## config.mk

```make
export PLATFORM = sky130hd
export DESIGN_NAME = ps2_tx_flat
export DESIGN_NICKNAME = d
export VERILOG_FILES = /design/src/rtl/ps2_pkg.sv /design/src/rtl/ps2_tx_if.sv /design/src/rtl/ps2_line_filter.sv /design/src/rtl/ps2_tx.sv /design/src/flat_wrapper.sv
export SDC_FILE = /design/constraint.sdc
export NUM_CORES = 1
export LEC_CHECK = 0
export ABC_CLOCK_PERIOD_IN_PS = 6200
export BUFFER_PORTS_ARGS = -buffer_cell sky130_fd_sc_hd__clkbuf_2
export CORE_MARGIN = 2
export CORE_UTILIZATION = 44
export DETAILED_ROUTE_END_ITERATION = 10
export PLACE_DENSITY = 0.61
export SYNTH_ARGS = -nofsm -noshare
export SYNTH_HDL_FRONTEND = slang
export SYNTH_HIERARCHICAL = 1
export SYNTH_SLANG_ARGS = --single-unit
```

## constraint.sdc

```tcl
create_clock -name clk -period 6.2 [get_ports clk]
set_clock_uncertainty 0.1 [all_clocks]
set_input_delay 0.93 -clock clk [delete_from_list [all_inputs] [get_ports clk]]
set_output_delay 0.93 -clock clk [all_outputs]
set_load 0.01 [all_outputs]
```

## src/rtl/ps2_pkg.sv

```systemverilog
// Shared definitions for the PS/2 host transmitter and its line conditioning.
// Holds the state encoding, default timing parameters and the filter depth.
package ps2_pkg;

    localparam int unsigned INHIBIT_CYCLES_DEF = 5000;
    localparam int unsigned TIMEOUT_CYCLES_DEF = 1000000;
    localparam int unsigned FILT_LEN           = 8;

    typedef enum logic [3:0] {
        ST_IDLE      = 4'd0,
        ST_INHIBIT   = 4'd1,
        ST_RTS       = 4'd2,
        ST_DATA      = 4'd3,
        ST_PARITY    = 4'd4,
        ST_STOP      = 4'd5,
        ST_ACK       = 4'd6,
        ST_WAIT_IDLE = 4'd7
    } ps2_tx_state_e;

    function automatic logic odd_parity(input logic [7:0] b);
        return ~^b;
    endfunction

endpackage

```

## src/rtl/ps2_tx_if.sv

```systemverilog
// Command handshake between a client and the PS/2 host transmitter.
interface ps2_tx_if;
    logic [7:0] tx_data;
    logic       tx_start;
    logic       tx_busy;
    logic       tx_done;
    logic       tx_err;

    modport master (output tx_data, output tx_start,
                    input  tx_busy, input  tx_done, input tx_err);
    modport slave  (input  tx_data, input  tx_start,
                    output tx_busy, output tx_done, output tx_err);
endinterface

```

## src/rtl/ps2_line_filter.sv

```systemverilog
// Two-flop synchronizer plus FILT_LEN-sample stability filter for one PS/2 line.
// level_o only changes once the line has been steady for the whole window.
module ps2_line_filter
    import ps2_pkg::*;
(
    input  logic clk,
    input  logic rst_n,
    input  logic line_i,
    output logic level_o,
    output logic fall_o
);

    logic [1:0]          sync_q, sync_d;
    logic [FILT_LEN-1:0] hist_q, hist_d;
    logic                level_q, level_d;
    logic                fall_q, fall_d;

    always_comb begin
        sync_d  = {sync_q[0], line_i};
        hist_d  = {hist_q[FILT_LEN-2:0], sync_q[1]};
        level_d = level_q;
        if (&hist_q) begin
            level_d = 1'b1;
        end else if (~|hist_q) begin
            level_d = 1'b0;
        end
        fall_d = level_q & ~level_d;
    end

    // Idle bus level is high, so everything presets to 1 to avoid a spurious fall.
    always_ff @(posedge clk or negedge rst_n) begin
        if (!rst_n) begin
            sync_q  <= '1;
            hist_q  <= '1;
            level_q <= 1'b1;
            fall_q  <= 1'b0;
        end else begin
            sync_q  <= sync_d;
            hist_q  <= hist_d;
            level_q <= level_d;
            fall_q  <= fall_d;
        end
    end

    assign level_o = level_q;
    assign fall_o  = fall_q;

endmodule

```

## src/rtl/ps2_tx.sv

```systemverilog
// PS/2 host-to-device byte transmitter: inhibit, request-to-send, clocked-out
// data/parity/stop under device clock, ACK check and inter-edge timeout.
module ps2_tx
    import ps2_pkg::*;
#(
    parameter int unsigned INHIBIT_CYCLES = INHIBIT_CYCLES_DEF,
    parameter int unsigned TIMEOUT_CYCLES = TIMEOUT_CYCLES_DEF
) (
    input  logic        clk,
    input  logic        rst,
    input  logic        ps2c,
    input  logic        ps2d,
    output logic        ps2c_oe,
    output logic        ps2d_oe,
    ps2_tx_if.slave     bus,
    output logic [31:0] debug_out
);

    localparam int unsigned INH_W = $clog2(INHIBIT_CYCLES + 1);
    localparam int unsigned TMO_W = $clog2(TIMEOUT_CYCLES + 1);

    ps2_tx_state_e state_q, state_d;
    logic [3:0]    bit_cnt_q, bit_cnt_d;
    logic [7:0]    data_q, data_d;
    logic          par_q, par_d;
    logic [INH_W-1:0] inh_cnt_q, inh_cnt_d;
    logic [TMO_W-1:0] tmo_q, tmo_d;
    logic          ack_ok_q, ack_ok_d;
    logic          c_oe_q, c_oe_d;
    logic          d_oe_q, d_oe_d;
    logic          done_q, done_d;
    logic          err_q, err_d;
    logic [7:0]    err_cnt_q, err_cnt_d;
    logic [7:0]    done_cnt_q, done_cnt_d;

    logic c_level, c_fall;
    logic d_level, d_fall_unused;

    ps2_line_filter u_clk_filt (
        .clk     (clk),
        .rst_n   (rst),
        .line_i  (ps2c),
        .level_o (c_level),
        .fall_o  (c_fall)
    );

    ps2_line_filter u_dat_filt (
        .clk     (clk),
        .rst_n   (rst),
        .line_i  (ps2d),
        .level_o (d_level),
        .fall_o  (d_fall_unused)
    );

    always_comb begin
        state_d    = state_q;
        bit_cnt_d  = bit_cnt_q;
        data_d     = data_q;
        par_d      = par_q;
        inh_cnt_d  = inh_cnt_q;
        tmo_d      = tmo_q;
        ack_ok_d   = ack_ok_q;
        done_d     = 1'b0;
        err_d      = 1'b0;

        case (state_q)
            ST_IDLE: begin
                if (bus.tx_start) begin
                    data_d    = bus.tx_data;
                    par_d     = odd_parity(bus.tx_data);
                    bit_cnt_d = '0;
                    inh_cnt_d = '0;
                    state_d   = ST_INHIBIT;
                end
            end
            ST_INHIBIT: begin
                if (inh_cnt_q == INH_W'(INHIBIT_CYCLES)) begin
                    tmo_d   = '0;
                    state_d = ST_RTS;
                end else begin
                    inh_cnt_d = inh_cnt_q + 1'b1;
                end
            end
            ST_RTS: begin
                if (c_fall) begin
                    bit_cnt_d = '0;
                    state_d   = ST_DATA;
                end
            end
            ST_DATA: begin
                if (c_fall) begin
                    if (bit_cnt_q == 4'd7) begin
                        state_d = ST_PARITY;
                    end else begin
                        bit_cnt_d = bit_cnt_q + 4'd1;
                    end
                end
            end
            ST_PARITY: if (c_fall) state_d = ST_STOP;
            ST_STOP:   if (c_fall) state_d = ST_ACK;
            ST_ACK: begin
                if (c_fall) begin
                    ack_ok_d = ~d_level;
                    state_d  = ST_WAIT_IDLE;
                end
            end
            ST_WAIT_IDLE: begin
                if (c_level && d_level) begin
                    done_d  = ack_ok_q;
                    err_d   = ~ack_ok_q;
                    state_d = ST_IDLE;
                end
            end
            default: state_d = ST_IDLE;
        endcase

        // Timeout overrides any normal completion in the same cycle so done/err stay exclusive.
        if (state_q inside {ST_RTS, ST_DATA, ST_PARITY, ST_STOP, ST_ACK, ST_WAIT_IDLE}) begin
            if (c_fall) begin
                tmo_d = '0;
            end else if (tmo_q == TMO_W'(TIMEOUT_CYCLES - 1)) begin
                done_d  = 1'b0;
                err_d   = 1'b1;
                state_d = ST_IDLE;
            end else begin
                tmo_d = tmo_q + 1'b1;
            end
        end

        err_cnt_d  = err_cnt_q;
        if (err_d && (err_cnt_q != 8'hFF)) begin
            err_cnt_d = err_cnt_q + 8'd1;
        end
        done_cnt_d = done_cnt_q;
        if (done_d) begin
            done_cnt_d = done_cnt_q + 8'd1;
        end

        // Line drivers are registered from the next state so the bus never sees decode glitches.
        c_oe_d = (state_d == ST_INHIBIT);
        case (state_d)
            ST_INHIBIT: d_oe_d = (inh_cnt_d == INH_W'(INHIBIT_CYCLES));
            ST_RTS:     d_oe_d = 1'b1;
            ST_DATA:    d_oe_d = ~data_d[bit_cnt_d[2:0]];
            ST_PARITY:  d_oe_d = ~par_d;
            default:    d_oe_d = 1'b0;
        endcase
    end

    always_ff @(posedge clk or negedge rst) begin
        if (!rst) begin
            state_q    <= ST_IDLE;
            bit_cnt_q  <= '0;
            data_q     <= '0;
            par_q      <= 1'b0;
            inh_cnt_q  <= '0;
            tmo_q      <= '0;
            ack_ok_q   <= 1'b0;
            c_oe_q     <= 1'b0;
            d_oe_q     <= 1'b0;
            done_q     <= 1'b0;
            err_q      <= 1'b0;
            err_cnt_q  <= '0;
            done_cnt_q <= '0;
        end else begin
            state_q    <= state_d;
            bit_cnt_q  <= bit_cnt_d;
            data_q     <= data_d;
            par_q      <= par_d;
            inh_cnt_q  <= inh_cnt_d;
            tmo_q      <= tmo_d;
            ack_ok_q   <= ack_ok_d;
            c_oe_q     <= c_oe_d;
            d_oe_q     <= d_oe_d;
            done_q     <= done_d;
            err_q      <= err_d;
            err_cnt_q  <= err_cnt_d;
            done_cnt_q <= done_cnt_d;
        end
    end

    assign ps2c_oe     = c_oe_q;
    assign ps2d_oe     = d_oe_q;
    assign bus.tx_busy = (state_q != ST_IDLE);
    assign bus.tx_done = done_q;
    assign bus.tx_err  = err_q;
    assign debug_out   = {state_q, bit_cnt_q, data_q, err_cnt_q, done_cnt_q};

endmodule
```

## src/flat_wrapper.sv

```systemverilog
// flat-port wrapper written by rule: the top's interface ports become plain ports
module ps2_tx_flat import ps2_pkg::*;
#(
    parameter int unsigned INHIBIT_CYCLES = INHIBIT_CYCLES_DEF,
    parameter int unsigned TIMEOUT_CYCLES = TIMEOUT_CYCLES_DEF
)
  (clk, rst, ps2c, ps2d, ps2c_oe, ps2d_oe, debug_out, bus_tx_data, bus_tx_start, bus_tx_busy, bus_tx_done, bus_tx_err);
  ps2_tx_if bus_i ();
  input  logic clk;
  input  logic rst;
  input  logic ps2c;
  input  logic ps2d;
  output logic ps2c_oe;
  output logic ps2d_oe;
  output logic [31:0] debug_out;
  input wire logic [$bits(bus_i.tx_data)-1:0] bus_tx_data;
  input wire logic [$bits(bus_i.tx_start)-1:0] bus_tx_start;
  output wire logic [$bits(bus_i.tx_busy)-1:0] bus_tx_busy;
  output wire logic [$bits(bus_i.tx_done)-1:0] bus_tx_done;
  output wire logic [$bits(bus_i.tx_err)-1:0] bus_tx_err;
  assign bus_i.tx_data = bus_tx_data;
  assign bus_i.tx_start = bus_tx_start;
  assign bus_tx_busy = bus_i.tx_busy;
  assign bus_tx_done = bus_i.tx_done;
  assign bus_tx_err = bus_i.tx_err;
  ps2_tx #(.INHIBIT_CYCLES(INHIBIT_CYCLES), .TIMEOUT_CYCLES(TIMEOUT_CYCLES)) u_core (.clk(clk), .rst(rst), .ps2c(ps2c), .ps2d(ps2d), .ps2c_oe(ps2c_oe), .ps2d_oe(ps2d_oe), .bus(bus_i), .debug_out(debug_out));
endmodule
```

# Word level (Yosys, flattened, before mapping)
# Cells that the tools add are included.
dict set report word_totals {
  latchBits 0
  mem_bits_ro 0
  wordCells 114
  inputBits 13
  ram_bits 0
  out_inout_bits 37
  ff_bits 94
  memories 0
}
dict set report classes {
  shifts 0
  bitwise_logic 6
  reduce_logical 13
  div_mod_pow 0
  n_lt_le_gt_ge 1
  mux 47
  n_addsub 5
  mul 0
  eq_ne 21
}
# op n
set op_table {}
lappend op_table {{two-way mux 20 bit} 5}
lappend op_table {{two-way mux 4 bit} 16}
lappend op_table {{case mux 4 bit (8 select lines)} 1}
lappend op_table {{equality test 13 bit, second input constant} 2}
lappend op_table {{two-way mux 13 bit} 2}
lappend op_table {{case mux 13 bit (2 select lines)} 1}
lappend op_table {{equality test 4 x 3 -> 1 bit, second input constant} 6}
lappend op_table {{adder 20 x 1 -> 20 bit, second input constant} 1}
lappend op_table {{equality test 20 bit, second input constant} 1}
lappend op_table {{two-way mux 1 bit} 17}
lappend op_table {{adder 8 x 1 -> 8 bit, second input constant} 2}
lappend op_table {{equality test 4 x 2 -> 1 bit, second input constant} 4}
lappend op_table {{two-way mux 8 bit} 2}
lappend op_table {{AND reduction 8 bit} 2}
lappend op_table {{OR reduction 8 bit} 2}
lappend op_table {{adder 13 x 1 -> 13 bit, second input constant} 1}
lappend op_table {{case mux 4 bit (3 select lines)} 1}
lappend op_table {{inequality test 2 bit, second input constant} 5}
lappend op_table {{equality test 4 x 1 -> 1 bit, second input constant} 2}
lappend op_table {{inequality test 8 bit, second input constant} 1}
lappend op_table {{XNOR reduction 8 bit} 1}
lappend op_table {{nonzero test 6 bit} 1}
lappend op_table {{NOT 1 bit} 5}
lappend op_table {{AND reduction 5 bit} 1}
lappend op_table {{other kinds (10)} 11}

# Longest topological paths before layout
# Gate-level depths: netlist (run 1).
dict set report depth {
  depth_word 9
  depth_mapped 9
  depth_no_buf 9
}

# Cells and area by module
# The synthesis (run 1) kept the hierarchy.
# module area_each_um2 cells_per_inst n_inst seq_area_each_um2
set by_module_without_submodules {}
lappend by_module_without_submodules {ps2_tx 3913.8 390 1 1776.7}
lappend by_module_without_submodules {ps2_line_filter 370.4 19 2 314.1}

# Worst setup path after synthesis (run 1)
# No wires, ideal clock.
dict set report synth_path {
  path_kind {input port to flip-flop}
  start {in bus_tx_start}
  end {reg u_core.d_oe_q (netlist: u_core/ps2d_oe)}
  setup_slack_ns 3.354
  n_path_buf 0
  required_ns 5.969
  t_arrival_ns 2.616
  setup_time_ns 0.131
  stages 6
  path_cell_list {or3b_2 > a221oi_1 > mux2_2 > mux4_2 > mux2i_1 > o211ai_1}
}
dict set report synth_between {
  elab_chain_len 7
  word_cells_on_any_way 23
  cone_classes {5 x eq/ne; 16 x mux; 2 x bitwise}
}
# item line
set synth_lines {}
lappend synth_lines {{start, declared} flat_wrapper.sv:17} ;# input wire logic [$bits(bus_i.tx_start)-1:0] bus_tx_start;
lappend synth_lines {{two-way mux 4 bit} ps2_tx.sv:68} ;# if (bus.tx_start) begin
lappend synth_lines {{case mux 4 bit (8 select lines)} ps2_tx.sv:66} ;# case (state_q)
lappend synth_lines {{two-way mux 4 bit} ps2_tx.sv:121} ;# end else if (tmo_q == TMO_W'(TIMEOUT_CYCLES - 1)) begin
lappend synth_lines {{two-way mux 4 bit} ps2_tx.sv:119} ;# if (c_fall) begin
lappend synth_lines {{two-way mux 4 bit} ps2_tx.sv:118} ;# if (state_q inside {ST_RTS, ST_DATA, ST_PARITY, ST_STOP, ST_ACK, ST_WAIT_IDLE}) begin
lappend synth_lines {{equality test 4 x 3 -> 1 bit, or another cell as far along} ps2_tx.sv:141} ;# case (state_d)
lappend synth_lines {{case mux 1 bit (4 select lines) *} ps2_tx.sv:141}
lappend synth_lines {{named net u_core.d_oe_d} ps2_tx.sv:30} ;# logic d_oe_q, d_oe_d;
lappend synth_lines {{end signal, assigned} ps2_tx.sv:174} ;# d_oe_q <= d_oe_d;
lappend synth_lines {{end, declared} ps2_tx.sv:30}
# The timed path passes the listed nets; every way through them passes the cells marked *. The select of a mux whose other input is x is not followed.
# A chain may end at the register's enable or synchronous reset.

# Worst setup path in the final report (run 1)
dict set report layout_path {
  start {reg u_core.state_q[3]}
  end {reg u_core.d_oe_q (netlist: u_core/ps2d_oe)}
}
dict set report layout_between {
  word_cells_on_any_way 36
  cone_classes {12 x eq/ne; 20 x mux; 2 x bitwise; 2 x reduce/logical}
}
# item line
set layout_lines {}
lappend layout_lines {{start, declared} ps2_tx.sv:22} ;# ps2_tx_state_e state_q, state_d;
lappend layout_lines {{start signal, assigned} ps2_tx.sv:166} ;# state_q <= state_d;
lappend layout_lines {{equality test 4 x 1 -> 1 bit or logical NOT 4 bit (tied branches)} ps2_tx.sv:66}
lappend layout_lines {{case mux 13 bit (2 select lines) *} ps2_tx.sv:66}
lappend layout_lines {{named net u_core.inh_cnt_d[4]} ps2_tx.sv:26} ;# logic [INH_W-1:0] inh_cnt_q, inh_cnt_d;
lappend layout_lines {{equality test 13 bit *} ps2_tx.sv:142} ;# ST_INHIBIT: d_oe_d = (inh_cnt_d == INH_W'(INHIBIT_CYCLES));
lappend layout_lines {{case mux 1 bit (4 select lines) *} ps2_tx.sv:141}
lappend layout_lines {{named net u_core.d_oe_d} ps2_tx.sv:30}
# Marked as above.

==> results.md, run 1 <==
- Status: finished, final reports clean
- Hold_buf cts: 0
- # rows: 37
- Die Width: 106.5 um
- Period utilization: 47.15%
- Net Count, Synth: around 450
- Worst-margin pin slew: 889.2 ps
- Max Transition Viols Final: 0
- Worst Hold Class: reg -> reg
- Syn_area_per_cell: 10.85 sq um
- Initial DRT Pass Iterations: 4
- Hpwl dp: 6962 um
- RePlAce Congestion: 0.8583
- Worst-path clk slew: 100 ps
- Largest net degree at the start of global routing: 74
- CTS resizes: 0
- Layout net count: 493
- CTS tree: done
- Share of layout cells above drive strength 1: roughly 25%
- Max Cap Violations: 0
- Arrival @ worst endpoint: 3110 ps
- Post-layout min period: 2924 ps
- Root Driver: clkbuf_8
- Clk Latency, worst-skew pair: 370 ps
- FMAX: roughly 0.34 GHz
- Worst Setup End Kind: flip-flop
- Metal2 WL: ~4700 um
- Clock Path Buffers: 2
- Largest fanout on the critical path: 13
- # diodes: 0
- Final wirelength: 9817 um
- Total GRT Usage: roughly 18%
- Slew HR: 40.72%
- Sw Pwr: 0.3072 mW
- Met1 wire length: 4572 um
- Initial Util: 44.98%
- Max VDD drop: 0.1559 mV
- Grt ovf: 0
- Avg WL per Cell: 15.96 um
- Input/output buffers: 49
- PwrDens: 227.5 nW/um^2
- Leakage power: 2.285 nW
- Top Layer Used: met4
- Die Y: 106.5 um
- Vias per cell: about 5.7
- Vias in the first global route: ~3400
- Final Hold Vio Count: 0
- Ports: 50
- Routed vias: 3532
- Core region area: 10280 sq um
- Initial antenna violation count: 0
- Clock Sink Count: 94
- Internal Dissipation: 0.8765 mW
- Logic gate share of total power: roughly 7.6%
- Cells after Synth: 426
- Switch share: 25.95%
- DRC Markers: 0
- Final cell count without fillers: 615
- Sequential share of power: 55.9%
- Setup TNS: 0 ps
- CTS Buf Count: 9
- CP Launch Type: flip-flop
- RSZ-0062 raised after global routing: no
- Placed Cells incl. Taps: between 500 and 600
- Clock power frac: 36.5%
- Htree depth: 3
- Setup Viol. Count Final: 0
- First-pass GRT wire length: 16520 um
- Antenna-violating nets left: 0
- Area grow syn2layout: 12.53%
- Setup CP Type: reg -> reg
- Die Area: 11340 sq um
- Post-CTS Setup Inserts: 0
- Critical Path RT: ~6400 ps
- DRC marker count from the first detailed-route iteration: 230
- Routed wl met3: 441 um
- Syn. warnings: 6
- Synthesized area: 4623 sq um
==> worst max-delay path, cell delays in order, from the launching register on <==
cell,delay [ps]
dfrtp_1,540
or2_1,390
or3_4,450
a22o_1,260
or4bb_1,500
nor4bb_1,320
nand4_1,150
o211ai_1,120
==> layer usage <==
metal  vias to the layer above  track usage (%)
met3                        14            3.924
met2                        85            28.80
met4                         0            7.328
met1                      1762            24.69
met5                         -                0
li1                       1671                -
==> sequential cells by signal, indices dropped and copies added, names as in the netlist, 8 cells and up <==
register and cells:
u_core/tmo_q 20, u_core/inh_cnt_q 13, u_core/data_q 8, u_core/done_cnt_q 8
u_core/err_cnt_q 8, u_core/u_clk_filt/hist_q 8, u_core/u_dat_filt/hist_q 8
==> cells in the final DEF (no fill, tap or decap), types with 5 or more instances in the layout <==
cell type / n
a21oi_1: 10
a31oi_1: 8
and3_1: 5
clkbuf_2: 48
clkbuf_8: 9
dfrtp_1: 72
dfstp_2: 22
ha_1: 6
inv_1: 16
mux2_2: 9
mux2i_1: 8
nand2_1: 25
nand3_1: 24
nand4_1: 24
nor2_1: 32
nor3_1: 5
o211ai_1: 8
o21ai_0: 18
or3_1: 5
xnor2_1: 20
xor2_1: 9
==> through the flow <==
| step | setup WS, ps | utilization (%) | hold WS, ps | instance area (sq um) | total power, mW |
|---|---|---|---|---|---|
| 2_1_floorplan | 3354 | - | 245.2 | 4623 | 0.7208 |
| 3_3_place_gp | 3112 | 48.60 | 247.4 | 4995 | 0.7638 |
| 3_5_place_dp | 3059 | 48.60 | 247.9 | 4995 | 0.7650 |
| 4_1_cts | 3290 | 50.62 | 263.8 | 5202 | 1.204 |
| 5_1_grt | 3161 | 50.62 | 266.1 | 5202 | 1.238 |
| 6_report | 3276 | 50.62 | 262.1 | 5202 | 1.184 |
==> area by class of cell <==
class                      count  area, sq um
multi-input combinational    301         2115
clock buffer                   9        123.9
clock inverter                 7        83.83
inverter                      16        60.06
tap                          136        170.2
timing repair buffer          52        270.3
fill                         965         5075
sequential                    94         2380
==> final timing paths <==
check,start,end,slack [ps],depth (start not counted)
worst min-delay path,u_core/u_dat_filt/sync_q[0],u_core/u_dat_filt/sync_q[1],260,0
max in group asynchronous,rst,u_core/bit_cnt_q[3],4480,2
worst max-delay path,u_core/state_q[3],u_core/ps2d_oe,3280,7
worst max register to register,u_core/state_q[3],u_core/ps2d_oe,3280,7
min in group asynchronous,rst,u_core/inh_cnt_q[8],330,1
worst min register to register,u_core/u_dat_filt/sync_q[0],u_core/u_dat_filt/sync_q[1],260,0
==> power groups by stage <==
stage	logic [mW]	registers, mW	clock network [mW]
floorplan	0.0479	0.673	0
global placement	0.0903	0.673	0
detailed placement	0.0913	0.674	0
CTS	0.0915	0.662	0.450
global route	0.101	0.666	0.471
finish	0.0894	0.662	0.432
(Power assumes the default switching activity.)
==> run 2: changes to the inputs <==
ABC_CLOCK_PERIOD_IN_PS = 2400   (was 6200)
PLACE_DENSITY = 0.63   (was 0.61)
clock period = 2.4 ns   (was 6.2 ns; I/O delays follow)
==> run 2 against run 1 <==
Net effect:
- the run now ends with negative setup slack left
- register-to-register slack worse by 3300 ps
- hold slack worse by 130 ps
- sequential share of layout area down 5.0 points
- total power rose to 2.6 times the previous value
- utilization up 6.3 points
- design area up 12%
- sequential cell count unchanged
- highest routed layer unchanged
==> results.md, run 2 (synthesis results as in run 1) <==
- Grt ovf: 0 (unchanged)
- Sw Pwr: 0.8407 mW (+170%)
- CTS tree: done
- Placement-stage cell area: 5479 sq um (+9.7%)
- Layout Utilization: 56.93% (+6.3 points)
- Final wirelength: 10580 um (+7.7%)
- Layout net count: 563 (+14%)
- Worst path bufs/invs: 2 (+2)
- Worst Setup End Kind: flip-flop
- Final cell count without fillers: 685 (+11%)
- RSZ-0062 raised after global routing: yes
- Clock power frac: 34.9% (-1.6 points)
- Clk Latency, worst-skew pair: 390 ps (+20 ps)
- Reg2reg path depth: 8 (+1)
- Setup TNS: -42.03 ps (-42.03 ps)
- Leakage power: 2.670 nW (+17%)
- Final Cell Area: 5851 sq um (+12%)
- CP max-delay cell: dfrtp_1
- Worst r2r dst: u_core/ps2d_oe
- Clock Sink Count: 94 (unchanged)
- Setup Viol. Count Final: 1 (+1)
- Hold Startpoint: bus_tx_data[7]
- Max Cap Violations: 0 (unchanged)
- Final Hold Vio Count: 0 (unchanged)
- Switch share: 27.63% (+1.7 points)
- Sequential share of power: 56.0% (about the same)
- Placed Cells incl. Taps: 661 (+10%)
- Worst hold slack: 129.5 ps (-132.6 ps)
- Max stage delay on crit path: 420 ps (-120 ps)
- # rows: 37 (unchanged)
- Reg-to-reg startpoint: u_core/state_q[3]
- Failing checks: negative setup slack
- Avg WL per Cell: 15.44 um (-3.3%)
- Logic gate share of total power: 9.1% (+1.5 points)
- Die Width: 106.5 um (unchanged)
- Antenna-violating nets left: 0 (unchanged)
- Most common cell on crit path: buf_4
- Internal Dissipation: 2.202 mW (+150%)
- Most frequent cells in the layout: 70 x dfrtp_1, 68 x buf_4, 48 x clkbuf_2
- Largest net degree at the start of global routing: 44 (-41%)
- Initial Util: 44.98% (unchanged)
- Clock Path Buffers: 2 (unchanged)
- Most common cell after layout, fill and taps aside: dfrtp_1
- Max Transition Viols Final: 0 (unchanged)
- RePlAce Congestion: 0.8557 (-0.30%)
- Share of layout cells above drive strength 1: 37.70% (+12 points)
- Arrival @ worst endpoint: 2610 ps (-500 ps)
- Biggest register: u_core/tmo_q
- Post-layout min period: 2442 ps (-481.5 ps)
- PwrDens: 520.0 nW/um^2 (+130%)
- Setup ws final: -42.03 ps (-3318 ps)
- Biggest registers after layout: u_core/tmo_q x20, u_core/inh_cnt_q x13
- Family with the most delay on the worst path: multiplexers
- Hpwl dp: 7766 um (+12%)
- Setup CP Type: reg -> reg
- Worst-path clk slew: 100 ps (about the same)
- Hold path depth: 3 (+3)
- DRC Markers: 0 (unchanged)
- First-pass GRT wire length: 17600 um (+6.6%)
- Pre-CTS setup slack: -153.9 ps (-3213 ps)
- Hold Path Sink: u_core/data_q[7]
- Power Total: 3.043 mW (+160%)
- Die Y: 106.5 um (unchanged)
- # diodes: 0 (unchanged)
- Initial antenna violation count: 0 (unchanged)
- Critical Path RT: 2570 ps (-3820 ps)
- Root Driver: clkbuf_8
- Status: finished with violations
- CP Launch Type: flip-flop
- CP cell instances: buf_4 > and4bb_2 > buf_4 > nand3_1 > mux2_4 > mux4_2 > mux2i_1 > o211ai_1
- Worst Hold Class: in -> reg
- Core region area: 10280 sq um (unchanged)
- Ports: 50 (unchanged)
- FMAX: 0.4095 GHz (+20%)
- Area grow syn2layout: 26.55%
- DRC marker count from the first detailed-route iteration: 233 (+1.3%)
- Htree depth: 3 (unchanged)
- Largest fanout on the critical path: 10 (-3)
- Period utilization: 101.8% (+55 points)
- Routed vias: 3727 (+5.5%)
- Max reg flops: 20 (unchanged)
- R2r setup slk: -40 ps (-3320 ps)
- Input/output buffers: 49 (unchanged)
- CTS Buf Count: 9 (unchanged)
- Vias per cell: 5.441 (-5.3%)
- Vias in the first global route: 3719 (+11%)
- Max VDD drop: 0.5245 mV (+240%)
- Initial DRT Pass Iterations: 4 (unchanged)
- Total GRT Usage: 19.63% (+1.3 points)
- Die Area: 11340 sq um (unchanged)
==> run 2: cell count changes in the layout (fill, tap and decap cells not counted), sizes merged <==
cell	previous run	this run
dlygate4sd3	0	3
buf	4	71
clkinv	0	3
inv	21	20
clkinvlp	1	0
bufinv	1	0
==> run 2: worst register-to-register path, delay by kind of cell, from the launching register on <==
kind                   cells  cell delay (ps)
flip-flops                 1              420
multiplexers               3              920
AO/OA/AOI/OAI              1              110
buffers and inverters      2              330
AND/OR/NAND/NOR            2              460
==> run 2: cell type report <==
| cell class | instances | area [sq um] |
|---|---|---|
| clock buffer | 9 | 123.9 |
| clock inverter | 7 | 73.82 |
| fill | 893 | 4427 |
| inverter | 16 | 60.06 |
| multi-input combinational | 301 | 2217 |
| sequential | 94 | 2382 |
| tap | 136 | 170.2 |
| timing repair buffer | 122 | 823.3 |
==> run 2: layer usage <==
| layer | global-route usage (%) | wire, um | vias to the layer above | part of all wire, % |
|---|---|---|---|---|
| met5 | 0 | 0 | - | 0 |
| li1 | - | - | 1811 | - |
| met4 | 5.195 | 109 | 0 | 1.0 |
| met1 | 26.08 | 4799 | 1843 | 45 |
| met2 | 32.01 | 5202 | 67 | 49 |
| met3 | 5.150 | 466 | 6 | 4.4 |
==> run 2: what timing repair did <==
action / 4_1_cts / 5_1_grt
setup buffers: 2 / 3
endpoints found under the hold margin: 29 / 0
pin swaps: 7 / 4
gates resized for setup: 8 / 16
hold buffers: 3 / 0
endpoints found under the setup margin: 8 / 22
==> run 2: worst max-delay path by stage <==
stage	start	depth (start not counted)	endpoint	slack (ps)
global placement	bus_tx_start	7	u_core/ps2d_oe	-110
finish	u_core/state_q[3]	8	u_core/ps2d_oe	-40
detailed placement	bus_tx_start	7	u_core/ps2d_oe	-150
global route	u_core/state_q[1]	7	u_core/ps2d_oe	-120
CTS	u_core/state_q[3]	8	u_core/ps2d_oe	-30
floorplan	u_core/tmo_q[8]	7	u_core/err_cnt_q[7]	-20
==> run 2: power by group through the flow <==
stage                     Clock (mW)  Combinational [mW]  Sequential, mW
final                           1.06               0.278            1.70
after global routing            1.16               0.309            1.71
after CTS                       1.09               0.279            1.70
after detailed placement           0               0.270            1.73
after global placement             0               0.267            1.73
after floorplan                    0               0.125            1.74
==> run 3: changes to the inputs <==
CORE_MARGIN = 4   (was 2)
SKIP_CTS_REPAIR_TIMING = 1   (was not set)
==> run 3 against run 2 <==
Net effect:
- sequential cell count unchanged
- the run still ends with negative setup slack left
- global-route usage decreased by 2.2 points
- setup slack got worse by 42 ps
- via count increased by 1.1%
- count of clock-buffer cells in the layout increased by 1
- die area increased by 7.7%
- non-clock buffer count increased by 4
- sequential share of layout area decreased by 0.34 points
- largest cell class unchanged
==> results.md, run 3 (synthesis results as in run 1) <==
- Period utilization: 103.5% (+1.8 points)
- CP cell instances: or2_4 > or3_4 > a22o_1 > or4bb_1 > nor4bb_1 > nand4_1 > o211ai_1
- Biggest registers after layout: u_core/tmo_q x20, u_core/inh_cnt_q x13
- Initial DRT Pass Iterations: 4 (unchanged)
- CTS tree: done
- Fill cells: 891 (-0.22%)
- RSZ-0062 raised after global routing: yes
- Hpwl dp: 7713 um (-0.69%)
- Final cell count without fillers: 689 (+0.58%)
- RePlAce Congestion: 0.8538 (-0.22%)
- Placement-stage cell area: 5464 sq um (-0.27%)
- Setup CP Type: reg -> reg
- Share of layout cells above drive strength 1: 39.06% (+1.4 points)
- Avg WL per Cell: 15.62 um (+1.2%)
- Family with the most delay on the worst path: simple AND/OR/NAND/NOR gates
- Post-layout min period: 2484 ps (+42.26 ps)
- Largest net degree at the start of global routing: 42 (-4.5%)
- Initial antenna violation count: 0 (unchanged)
- Critical Path RT: 2570 ps (about the same)
- Ports: 50 (unchanged)
- Vias in the first global route: 3716 (-0.081%)
- Leakage power: 2.666 nW (-0.15%)
- Layout net count: 567 (+0.71%)
- CP Launch Type: flip-flop
- # rows: 37 (unchanged)
- Max VDD drop: 0.3731 mV (-29%)
- Max Cap Violations: 0 (unchanged)
- Worst Setup End Kind: flip-flop
- Die Y: 110.5 um (+3.8%)
- Largest fanout on the critical path: 5 (-5)
- Input/output buffers: 49 (unchanged)
- Most common cell after layout, fill and taps aside: buf_4
- Final Cell Area: 5899 sq um (+0.83%)
- Max reg flops: 20 (unchanged)
- PwrDens: 494.7 nW/um^2 (-4.9%)
- Initial Util: 44.98% (unchanged)
- Core region area: 10280 sq um (unchanged)
- Max Transition Viols Final: 0 (unchanged)
- # diodes: 0 (unchanged)
- Status: finished with violations
- Clk Latency, worst-skew pair: 350 ps (-40 ps)
- Worst path bufs/invs: 0 (-2)
- Die Area: 12210 sq um (+7.7%)
- Biggest register: u_core/tmo_q
- Final wirelength: 10760 um (+1.7%)
- Antenna-violating nets left: 0 (unchanged)
- Clock Path Buffers: 2 (unchanged)
- DRC marker count from the first detailed-route iteration: 114 (-51%)
- Setup Viol. Count Final: 2 (+1)
- Grt ovf: 0 (unchanged)
- Routed vias: 3768 (+1.1%)
- Failing checks: negative setup slack
- CP max-delay cell: or4bb_1
- FMAX: 0.4025 GHz (-1.7%)
- Clock Sink Count: 94 (unchanged)
- Placed Cells incl. Taps: 659 (-0.30%)
- DRC Markers: 0 (unchanged)
- Vias per cell: 5.469 (+0.51%)
- First-pass GRT wire length: 17990 um (+2.2%)
- Root Driver: clkbuf_8
- Worst hold slack: 179.7 ps (+50.16 ps)
- Setup ws final: -84.29 ps (-42.26 ps)
- Arrival @ worst endpoint: 2660 ps (+50 ps)
- Final Hold Vio Count: 0 (unchanged)
- CTS Buf Count: 9 (unchanged)
- Die Width: 110.5 um (+3.8%)
- Worst Hold Class: in -> reg
- Most frequent cells in the layout: 72 x buf_4, 70 x dfrtp_1, 48 x clkbuf_2
- Area grow syn2layout: 27.60%
- Worst-path clk slew: 90 ps (about the same)
- Total GRT Usage: 17.42% (-2.2 points)
- Max stage delay on crit path: 530 ps (+110 ps)
- Htree depth: 3 (unchanged)
[run 3: cell types whose count changed in the layout (fill, tap and decap cells not counted), sizes merged]
cell      delta
inv          -4
clkbuf       +1
buf          +4
clkinvlp     +4
clkinv       -1
[run 3: cell type report]
class / count / area, sq um / share of cell area (%)
clock buffers: 10 / 127.6 / 2.163
clock inverters: 6 / 38.79 / 0.6575
inverters: 16 / 60.06 / 1.018
multi-input cells: 301 / 2267 / 38.43
flip-flops and latches: 94 / 2382 / 40.38
well taps: 136 / 170.2 / 2.884
repair buffers: 126 / 853.3 / 14.46
[run 3: routing by layer]
metal / part of all wire [%] / vias up / global-route usage [%]
met5: 0 / - / 0
met4: 0.77 / 0 / 4.433
met3: 3.9 / 6 / 3.068
met2: 50 / 74 / 28.24
met1: 46 / 1868 / 24.29
li1: - / 1820 / -
[run 3: power breakdown]
part           total [mW]  switching (mW)  internal [mW]
Clock               0.928           0.556          0.372
Sequential           1.70          0.0421           1.66
Combinational       0.287           0.152          0.135
[run 3: per-stage QoR]
step | setup TNS [ps] | utilization, % | power, mW | setup slack (ps)
2_1_floorplan | -32.17 | - | 1.863 | -16.99
3_3_place_gp | -106.1 | 53.17 | 1.998 | -106.1
3_5_place_dp | -198.0 | 53.17 | 2.006 | -169.6
4_1_cts | -297.6 | 54.78 | 2.943 | -170.0
5_1_grt | -692.8 | 57.40 | 3.072 | -141.8
6_report | -95.44 | 57.40 | 2.918 | -84.29
[run 3: worst paths after layout]
kind                                              from                           to  slack [ps]  depth (start not counted)
max in group asynchronous                          rst  u_core/u_clk_filt/hist_q[6]        1120                          3
hold reg to reg            u_core/u_dat_filt/sync_q[0]  u_core/u_dat_filt/sync_q[1]         260                          0
min in group asynchronous                          rst          u_core/inh_cnt_q[9]         360                          2
setup reg to reg                     u_core/state_q[2]               u_core/ps2d_oe         -80                          7
setup / recovery                     u_core/state_q[2]               u_core/ps2d_oe         -80                          7
hold / removal                          bus_tx_data[6]             u_core/data_q[6]         180                          3
[run 3: tightest hold or removal path: stages]
cell and delay, ps:
clkbuf_2 100, mux2i_1 80, inv_1 60
